## src/rtl/cnn_act_pkg.sv

```systemverilog
// cnn_act_pkg: activation mode encoding and default datapath sizes for the CNN activation stage
package cnn_act_pkg;
   localparam int DATA_W_DEF = 16;
   localparam int CH_DEF = 4;
   typedef enum logic [1:0] {ACT_BYPASS, ACT_RELU, ACT_LEAKY, ACT_CLIP} act_mode_e;
endpackage

```

## src/rtl/relu_act_lane.sv

```systemverilog
// relu_act_lane: combinational single-lane activation with suppressed-lane flag
module relu_act_lane
   import cnn_act_pkg::*;
#(
   parameter int DATA_W = DATA_W_DEF,
   parameter int LEAK_SHIFT = 3
) (
   input  logic signed [DATA_W-1:0] v,
   input  act_mode_e                mode,
   input  logic signed [DATA_W-1:0] clip,
   output logic signed [DATA_W-1:0] y,
   output logic                     sup
);
   logic signed [DATA_W-1:0] leak;
   logic neg;
   always_comb begin
      // kept in its own signed signal so the shift stays arithmetic
      leak = v >>> LEAK_SHIFT;
      neg = v[DATA_W-1];
      y = mode == ACT_BYPASS ? v :
          mode == ACT_RELU   ? (neg ? '0 : v) :
          mode == ACT_LEAKY  ? (neg ? leak : v) :
          (neg || clip[DATA_W-1]) ? '0 : (v > clip ? clip : v);
      sup = (v != '0) && (y == '0);
   end
endmodule

```

## src/rtl/relu_stream_act.sv

```systemverilog
// relu_stream_act: 2-stage valid/ready multi-lane activation; ACT_STATS_EN adds suppressed-lane frame stats
module relu_stream_act
   import cnn_act_pkg::*;
#(
   parameter int DATA_W = DATA_W_DEF,
   parameter int CH = CH_DEF,
   parameter int LEAK_SHIFT = 3,
   parameter int STAT_W = 32
) (
   input  logic                 clk,
   input  logic                 rst,
   input  logic [1:0]           cfg_mode,
   input  logic [DATA_W-1:0]    cfg_clip,
   input  logic                 in_valid,
   output logic                 in_ready,
   input  logic [CH*DATA_W-1:0] in_data,
   input  logic                 in_last,
   output logic                 out_valid,
   input  logic                 out_ready,
   output logic [CH*DATA_W-1:0] out_data,
   output logic                 out_last
`ifdef ACT_STATS_EN
   ,
   output logic [STAT_W-1:0]    stat_zero,
   output logic                 stat_valid
`endif
);
   localparam int NW = $clog2(CH + 1);
   logic s1_v, s1_last, s2_v, s2_last, s1_adv, s2_adv;
   logic [CH*DATA_W-1:0] s1_data, s2_data, y;
   logic [DATA_W-1:0] s1_clip;
   act_mode_e s1_mode;
   logic [CH-1:0] sup;
   logic [NW-1:0] nsup, s2_nsup;
   always_comb begin
      s2_adv = !s2_v || out_ready;
      s1_adv = !s1_v || s2_adv;
      in_ready = !rst && s1_adv;
      nsup = '0;
      for (int i = 0; i < CH; i++) nsup = nsup + NW'(sup[i]);
   end
   assign out_valid = s2_v;
   assign out_data = s2_data;
   assign out_last = s2_last;
   genvar g;
   generate
      for (g = 0; g < CH; g++) begin : g_lane
         relu_act_lane #(.DATA_W(DATA_W), .LEAK_SHIFT(LEAK_SHIFT)) u_lane (
            .v(s1_data[g*DATA_W +: DATA_W]),
            .mode(s1_mode),
            .clip(s1_clip),
            .y(y[g*DATA_W +: DATA_W]),
            .sup(sup[g])
         );
      end
   endgenerate
   always_ff @(posedge clk) begin
      if (rst) begin
         s1_v <= 1'b0;
         s1_last <= 1'b0;
         s1_data <= '0;
         s1_clip <= '0;
         s1_mode <= ACT_BYPASS;
         s2_v <= 1'b0;
         s2_last <= 1'b0;
         s2_data <= '0;
         s2_nsup <= '0;
      end else begin
         if (s1_adv) begin
            s1_v <= in_valid;
            if (in_valid) begin
               s1_data <= in_data;
               s1_last <= in_last;
               s1_mode <= act_mode_e'(cfg_mode);
               s1_clip <= cfg_clip;
            end
         end
         if (s2_adv) begin
            s2_v <= s1_v;
            if (s1_v) begin
               s2_data <= y;
               s2_last <= s1_last;
               s2_nsup <= nsup;
            end
         end
      end
   end
`ifdef ACT_STATS_EN
   logic [STAT_W-1:0] cnt, cnt_sat;
   logic [STAT_W:0] sum;
   always_comb begin
      sum = {1'b0, cnt} + (STAT_W + 1)'(s2_nsup);
      cnt_sat = sum[STAT_W] ? '1 : sum[STAT_W-1:0];
   end
   always_ff @(posedge clk) begin
      if (rst) begin
         cnt <= '0;
         stat_zero <= '0;
         stat_valid <= 1'b0;
      end else begin
         stat_valid <= 1'b0;
         if (s2_v && out_ready) begin
            cnt <= s2_last ? '0 : cnt_sat;
            if (s2_last) begin
               stat_zero <= cnt_sat;
               stat_valid <= 1'b1;
            end
         end
      end
   end
`else
   logic unused_sup;
   assign unused_sup = ^{sup, s2_nsup};
`endif
endmodule

```

## config.mk

```make
export PLATFORM = sky130hd
export DESIGN_NAME = relu_stream_act
export DESIGN_NICKNAME = d
export VERILOG_FILES = /design/src/rtl/cnn_act_pkg.sv /design/src/rtl/relu_act_lane.sv /design/src/rtl/relu_stream_act.sv
export SDC_FILE = /design/constraint.sdc
export NUM_CORES = 1
export LEC_CHECK = 0
export CAP_MARGIN = 10
export CORE_ASPECT_RATIO = 1.1
export CORE_MARGIN = 4
export CORE_UTILIZATION = 30
export DETAILED_ROUTE_END_ITERATION = 8
export PLACE_DENSITY_LB_ADDON = 0.08
export SLEW_MARGIN = 20
export SYNTH_ARGS = -nofsm -noshare
export SYNTH_HDL_FRONTEND = slang
export SYNTH_HIERARCHICAL = 1
export SYNTH_SLANG_ARGS = --single-unit
```

## constraint.sdc

```tcl
create_clock -name clk -period 3.7 [get_ports clk]
set_input_delay 0.74 -clock clk [delete_from_list [all_inputs] [get_ports clk]]
set_output_delay 0.74 -clock clk [all_outputs]
set_load 0.05 [all_outputs]
```

==> reports/results.ini, run 1 <==
[finish]
design_area_um2 = 12100
antenna_cells = 0
final_core_util_pct = 38.3
nets = 1401
drive_above_1_share_pct = 7.71
area_delta_synth_final_pct = 26.0

[pwr]
power_frac_seq_pct = 38.5
p_sw_mw = 1.40
p_int_mw = 3.39
pwr-share-clk_pct = 41.0
p_per_area_nw_per_um2 = 397
p_sw_share_pct = 29.1
vdd_drop_max_mv = 0.316
p_leak_nw = 4.85
combPwrFrac_pct = 20.5

[worst_hold_path]
hold_path_depth = 2
hp-class = reg -> reg

[placed_design]
gp_congestion = 0.858
place_area_um2 = 11400
port_buffers = 153
place_ws_ns = 0.464
place_hpwl_mm = 22.6

[worst_setup_path]
cpMostUsedCell = inv_1
cp_max_fo = 12
start_kind = flip-flop
critPathTopFamily = compound AO/OA/AOI/OAI gates
r2r_cells = 11
slowest_stage = dfxtp_1
required_ns = 4.00
crit_chain = inv_1 > ha_1 > nand2_1 > or3_4 > a221o_1 > a21oi_4 > o21ai_2 > a222oi_1 > inv_1 > nand3_1 > a21oi_1
crit_cells = 11
criticalPathCategory = reg -> reg
arrival_ns = 3.58
end_kind = flip-flop
worst_path_largest_cell_delay_ns = 0.76
crit_buf_inv = 2

[sta]
rsz0062_at_grt = no
tns_ns = 0
drv_slew = 0
relSlewSlack_pct = 43.8
whs_ns = 0.473
finalSetupViolCount = 0
fin_crit_sh_pct = 88.5
hold_viol = 0
min_period_ns = 3.27
tightest_slew_ns = 0.842
max_freq_mhz = 305
finalClockSkew_ns = 0.0163
worst_slack_ns = 0.425

[yosys]
netlist_area_um2 = 9580
syn_avg_cell_area_um2 = 8.46
synth_cells = 1132
synth_warnings = 6
syn_nets = 1287

[die]
die_height_um = 195
fp.dieW_um = 178
fp-row-count = 68
ios = 154
start_util_pct = 30.4
fp.dieArea_um2 = 34900
core_area_um2 = 31500

[clock_network]
h-tree-depth = 4
cts_tree = done
clk_pin_slew_ns = 0.07
clk_path_buf_depth = 2
cts_resized = 0
post_cts_buffers = 0
insertion_delay_ns = 0.44
cts_sinks = 150
root_buffer = clkbuf_16
cts_buffers = 17
cts_hold_buf = 0

[global_routing]
grt_pass1_wl_mm = 50.0
grt_antenna_before_repair = 0
grt_max_degree = 93
grt_pass1_vias = 8622
grt_overflow_total = 0
track_usage_pct = 18.4

[routing]
wl_per_cell_um = 19.1
remaining_drc_errors = 0
dr.pass1.iters = 8
viasPerCell = 5.05
num_vias = 8482
first_iter_violations = 641
ant_nets = 0
drt_wl_total_mm = 32.1

[job]
cap_violations = 0

[run_status]
status = complete, no violations

## worst min-delay path, stage by stage, from the launching register on
cell,delay [ns]
dfxtp_1,0.30
o21ai_0,0.06
a21oi_1,0.06
## cell usage in the layout (no fill, tap or decap), types with 3 or more instances in the layout
cell type	count
o21ai_2	6
o21ai_1	7
clkbuf_16	17
nor2_1	21
and3_1	12
buf_4	23
a211oi_1	6
a31oi_1	4
nand3_1	73
o21a_1	8
clkbuf_8	3
nand4_1	4
a221o_2	8
mux2i_1	89
inv_1	104
dfxtp_1	149
a21o_1	6
nor2b_1	6
a22oi_1	4
o21ai_0	70
clkdlybuf4s50_1	151
a222oi_1	34
a21boi_4	3
bufinv_16	5
clkbuf_1	3
buf_12	3
a21oi_1	114
nand2b_1	166
ha_1	68
nand2_1	38
o31ai_1	4
## power by group through the flow
stage / combinational [mW] / clock, mW / sequential, mW
final: 0.982 / 1.97 / 1.84
after global routing: 1.09 / 2.09 / 1.85
after CTS: 0.993 / 2.02 / 1.84
after detailed placement: 0.987 / 0 / 1.88
after global placement: 0.986 / 0 / 1.88
after floorplan: 0.633 / 0 / 1.88
## through the flow
stage | std cells | power [mW]
after global placement | 1647 | 2.87
final | 1678 | 4.79
after detailed placement | 1647 | 2.87
after floorplan | 1132 | 2.51
after CTS | 1678 | 4.86
after global routing | 1678 | 5.03
## sequential cells by signal, summed over array words and instances, names as in the netlist
signal	count
out_data	64
out_last	1
out_valid	1
s1_clip	16
s1_data	64
s1_last	1
s1_mode	2
s1_v	1
## final timing paths
check          startpoint           end  slack (ns)
max            s1_clip[5]  out_data[23]        0.43
min          out_data[35]  out_data[35]        0.47
max reg2reg    s1_clip[5]  out_data[23]        0.43
min reg2reg  out_data[35]  out_data[35]        0.47
## routing by layer
metal | wire length (um) | global-route usage, % | up-vias
met2 | 14800 | 29.1 | 229
met3 | 1620 | 3.52 | 24
met4 | 337 | 4.15 | 0
li1 | - | - | 4199
met1 | 15400 | 25.8 | 4030
met5 | 0 | 0 | -
## layout make-up
class	instances	area [um2]
fillers	3245	19400
multi-input cells	795	5750
flip-flops and latches	150	3000
repair buffers	177	1740
well taps	420	526
clock buffers	23	478
inverters	105	394
clock inverters	8	170
(Power assumes the default switching activity.)
==> run 2: changes to the inputs <==
--- a/config.mk
+++ b/config.mk
@@ -5,7 +5,6 @@
 export SDC_FILE = /design/constraint.sdc
 export NUM_CORES = 1
 export LEC_CHECK = 0
-export CAP_MARGIN = 10
 export CORE_ASPECT_RATIO = 1.1
 export CORE_MARGIN = 4
 export CORE_UTILIZATION = 30
==> results of run 2 <==
No change in the layout: final DEF, timing and power equal those of run 1.
==> run 3: changes to the inputs <==
==> constraint.sdc (replaced) <==
create_clock -name clk -period 3.5 [get_ports clk]
set_input_delay 0.7 -clock clk [delete_from_list [all_inputs] [get_ports clk]]
set_output_delay 0.7 -clock clk [all_outputs]
set_load 0.05 [all_outputs]
==> reports/results.ini, run 3 (synthesized netlist as in run 1, its figures left out) <==
[worst_setup_path]
criticalPathCategory = reg -> reg
cp_max_fo = 12  ; unchanged
r2r_cells = 12  ; +1
end_kind = flip-flop
required_ns = 3.80  ; -0.20 ns
r2r_setup_slack_ns = 0.27  ; -0.15 ns
r2r_start = s1_clip[8]
arrival_ns = 3.53  ; -0.05 ns
endpoint = out_data[23]
reg2reg_to = out_data[23]
start_kind = flip-flop
worstSetupStartpoint = s1_clip[8]

[pwr]
combPwrFrac_pct = 22.3  ; +1.8 points
pwr-share-clk_pct = 37.7  ; -3.3 points
power_frac_seq_pct = 40.0  ; +1.5 points
p_total_mw = 4.81  ; +0.50%
p_leak_nw = 4.87  ; +0.39%
p_int_mw = 3.29  ; -3.2%
p_per_area_nw_per_um2 = 399  ; +0.52%
vdd_drop_max_mv = 0.361  ; +14%
p_sw_share_pct = 31.7  ; +2.6 points
p_sw_mw = 1.53  ; +9.5%

[die]
die_height_um = 195  ; unchanged
fp.dieW_um = 178  ; unchanged
ios = 154  ; unchanged
core_area_um2 = 31500  ; unchanged
fp.dieArea_um2 = 34900  ; unchanged
start_util_pct = 30.4  ; unchanged
fp-row-count = 68  ; unchanged

[clock_network]
h-tree-depth = 4  ; unchanged
post_cts_buffers = 0  ; unchanged
cts_sinks = 150  ; unchanged
cts_tree = done
clk_path_buf_depth = 2  ; unchanged
cts_resized = 0  ; unchanged
clk_pin_slew_ns = 0.06  ; about the same
cts_hold_buf = 0  ; unchanged
insertion_delay_ns = 0.45  ; about the same
cts_buffers = 17  ; unchanged
root_buffer = clkbuf_16

[global_routing]
grt_overflow_total = 0  ; unchanged
grt_max_degree = 95  ; +2.2%
grt_antenna_before_repair = 0  ; unchanged
grt_pass1_vias = 8610  ; -0.14%
track_usage_pct = 18.5  ; +0.19 points
grt_pass1_wl_mm = 50.5  ; +1.1%

[routing]
ant_nets = 0  ; unchanged
dr.pass1.iters = 9  ; +1
num_vias = 8548  ; +0.78%
first_iter_violations = 698  ; +8.9%
drt_wl_total_mm = 32.5  ; +1.3%
remaining_drc_errors = 0  ; unchanged
wl_per_cell_um = 19.2  ; +0.57%
viasPerCell = 5.06  ; about the same

[job]
cap_violations = 0  ; unchanged

[placed_design]
place_hpwl_mm = 22.8  ; +0.88%
place_area_um2 = 11500  ; +0.75%
port_buffers = 153  ; unchanged
gp_congestion = 0.838  ; -2.3%

[worst_hold_path]
hp-class = reg -> reg

[sta]
finalSetupViolCount = 0  ; unchanged
min_period_ns = 3.23  ; -0.0462 ns
fin_crit_sh_pct = 92.2  ; +3.7 points
tightest_slew_ns = 0.733  ; -0.109 ns
finalClockSkew_ns = 0.0130  ; -0.00325 ns
whs_ns = 0.477  ; +0.00379 ns
max_freq_mhz = 310  ; +1.4%
hold_viol = 0  ; unchanged
rsz0062_at_grt = no
relSlewSlack_pct = 51.2  ; +7.3 points
drv_slew = 0  ; unchanged
tns_ns = 0  ; unchanged

[finish]
final_common_cell = nand2b_1
final_cell_mix = nand2b_1 (166), clkdlybuf4s50_1 (151), dfxtp_1 (149)
nets = 1412  ; +0.79%
area_delta_synth_final_pct = 25.9  ; about the same
design_area_um2 = 12100  ; about the same
antenna_cells = 0  ; unchanged
drive_above_1_share_pct = 8.82  ; +1.1 points

[run_status]
status = complete, no violations

-- run 3: area by class of cell --
class                      instances  area (um2)
multi-input combinational        795        5750
clock buffer                      19         453
timing repair buffer             188        1830
clock inverter                    13         108
tap                              420         526
inverter                         105         397
fill                            3273       19400
sequential                       150        3000
-- run 3: per-stage QoR --
| stage | util [%] | worst slack (ns) | instances |
|---|---|---|---|
| after detailed placement | 36.5 | 0.268 | 1658 |
| after floorplan | - | 0.719 | 1132 |
| after global routing | 38.3 | 0.0945 | 1690 |
| after CTS | 38.3 | 0.244 | 1690 |
| after global placement | 36.5 | 0.242 | 1658 |
| final | 38.3 | 0.271 | 1690 |
-- run 3: worst min-delay path by stage --
stage	cells past startpoint	endpoint	from	slack, ns
CTS	2	out_data[35]	out_data[35]	0.48
detailed placement	2	s1_mode[1]	s1_mode[1]	0.46
global route	2	out_last	s1_last	0.49
global placement	2	s1_last	s1_last	0.46
finish	2	out_data[35]	out_data[35]	0.48
floorplan	2	out_last	s1_last	0.44
-- run 3: layer usage --
layer / global-route usage, % / wire length (um) / up-vias
li1: - / - / 4241
met1: 25.7 / 15300 / 4039
met3: 2.59 / 1620 / 18
met5: 0 / 0 / -
met2: 30.3 / 15200 / 250
met4: 4.78 / 387 / 0
-- run 3: power by group through the flow --
| stage | registers (mW) | clock network [mW] | logic [mW] |
|---|---|---|---|
| global placement | 1.96 | 0 | 1.08 |
| global route | 1.94 | 1.93 | 1.19 |
| detailed placement | 1.96 | 0 | 1.08 |
| CTS | 1.93 | 1.87 | 1.08 |
| floorplan | 1.98 | 0 | 0.669 |
| finish | 1.93 | 1.82 | 1.07 |
-- run 3: worst max-delay path, stage by stage (launching register included) --
cell	delay (ns)
dfxtp_1	0.68
buf_4	0.22
inv_1	0.06
ha_1	0.27
nand2_1	0.06
or3_4	0.37
a221o_1	0.39
a21oi_4	0.22
o21ai_2	0.21
a222oi_1	0.36
inv_1	0.08
nand3_1	0.09
a21oi_1	0.07
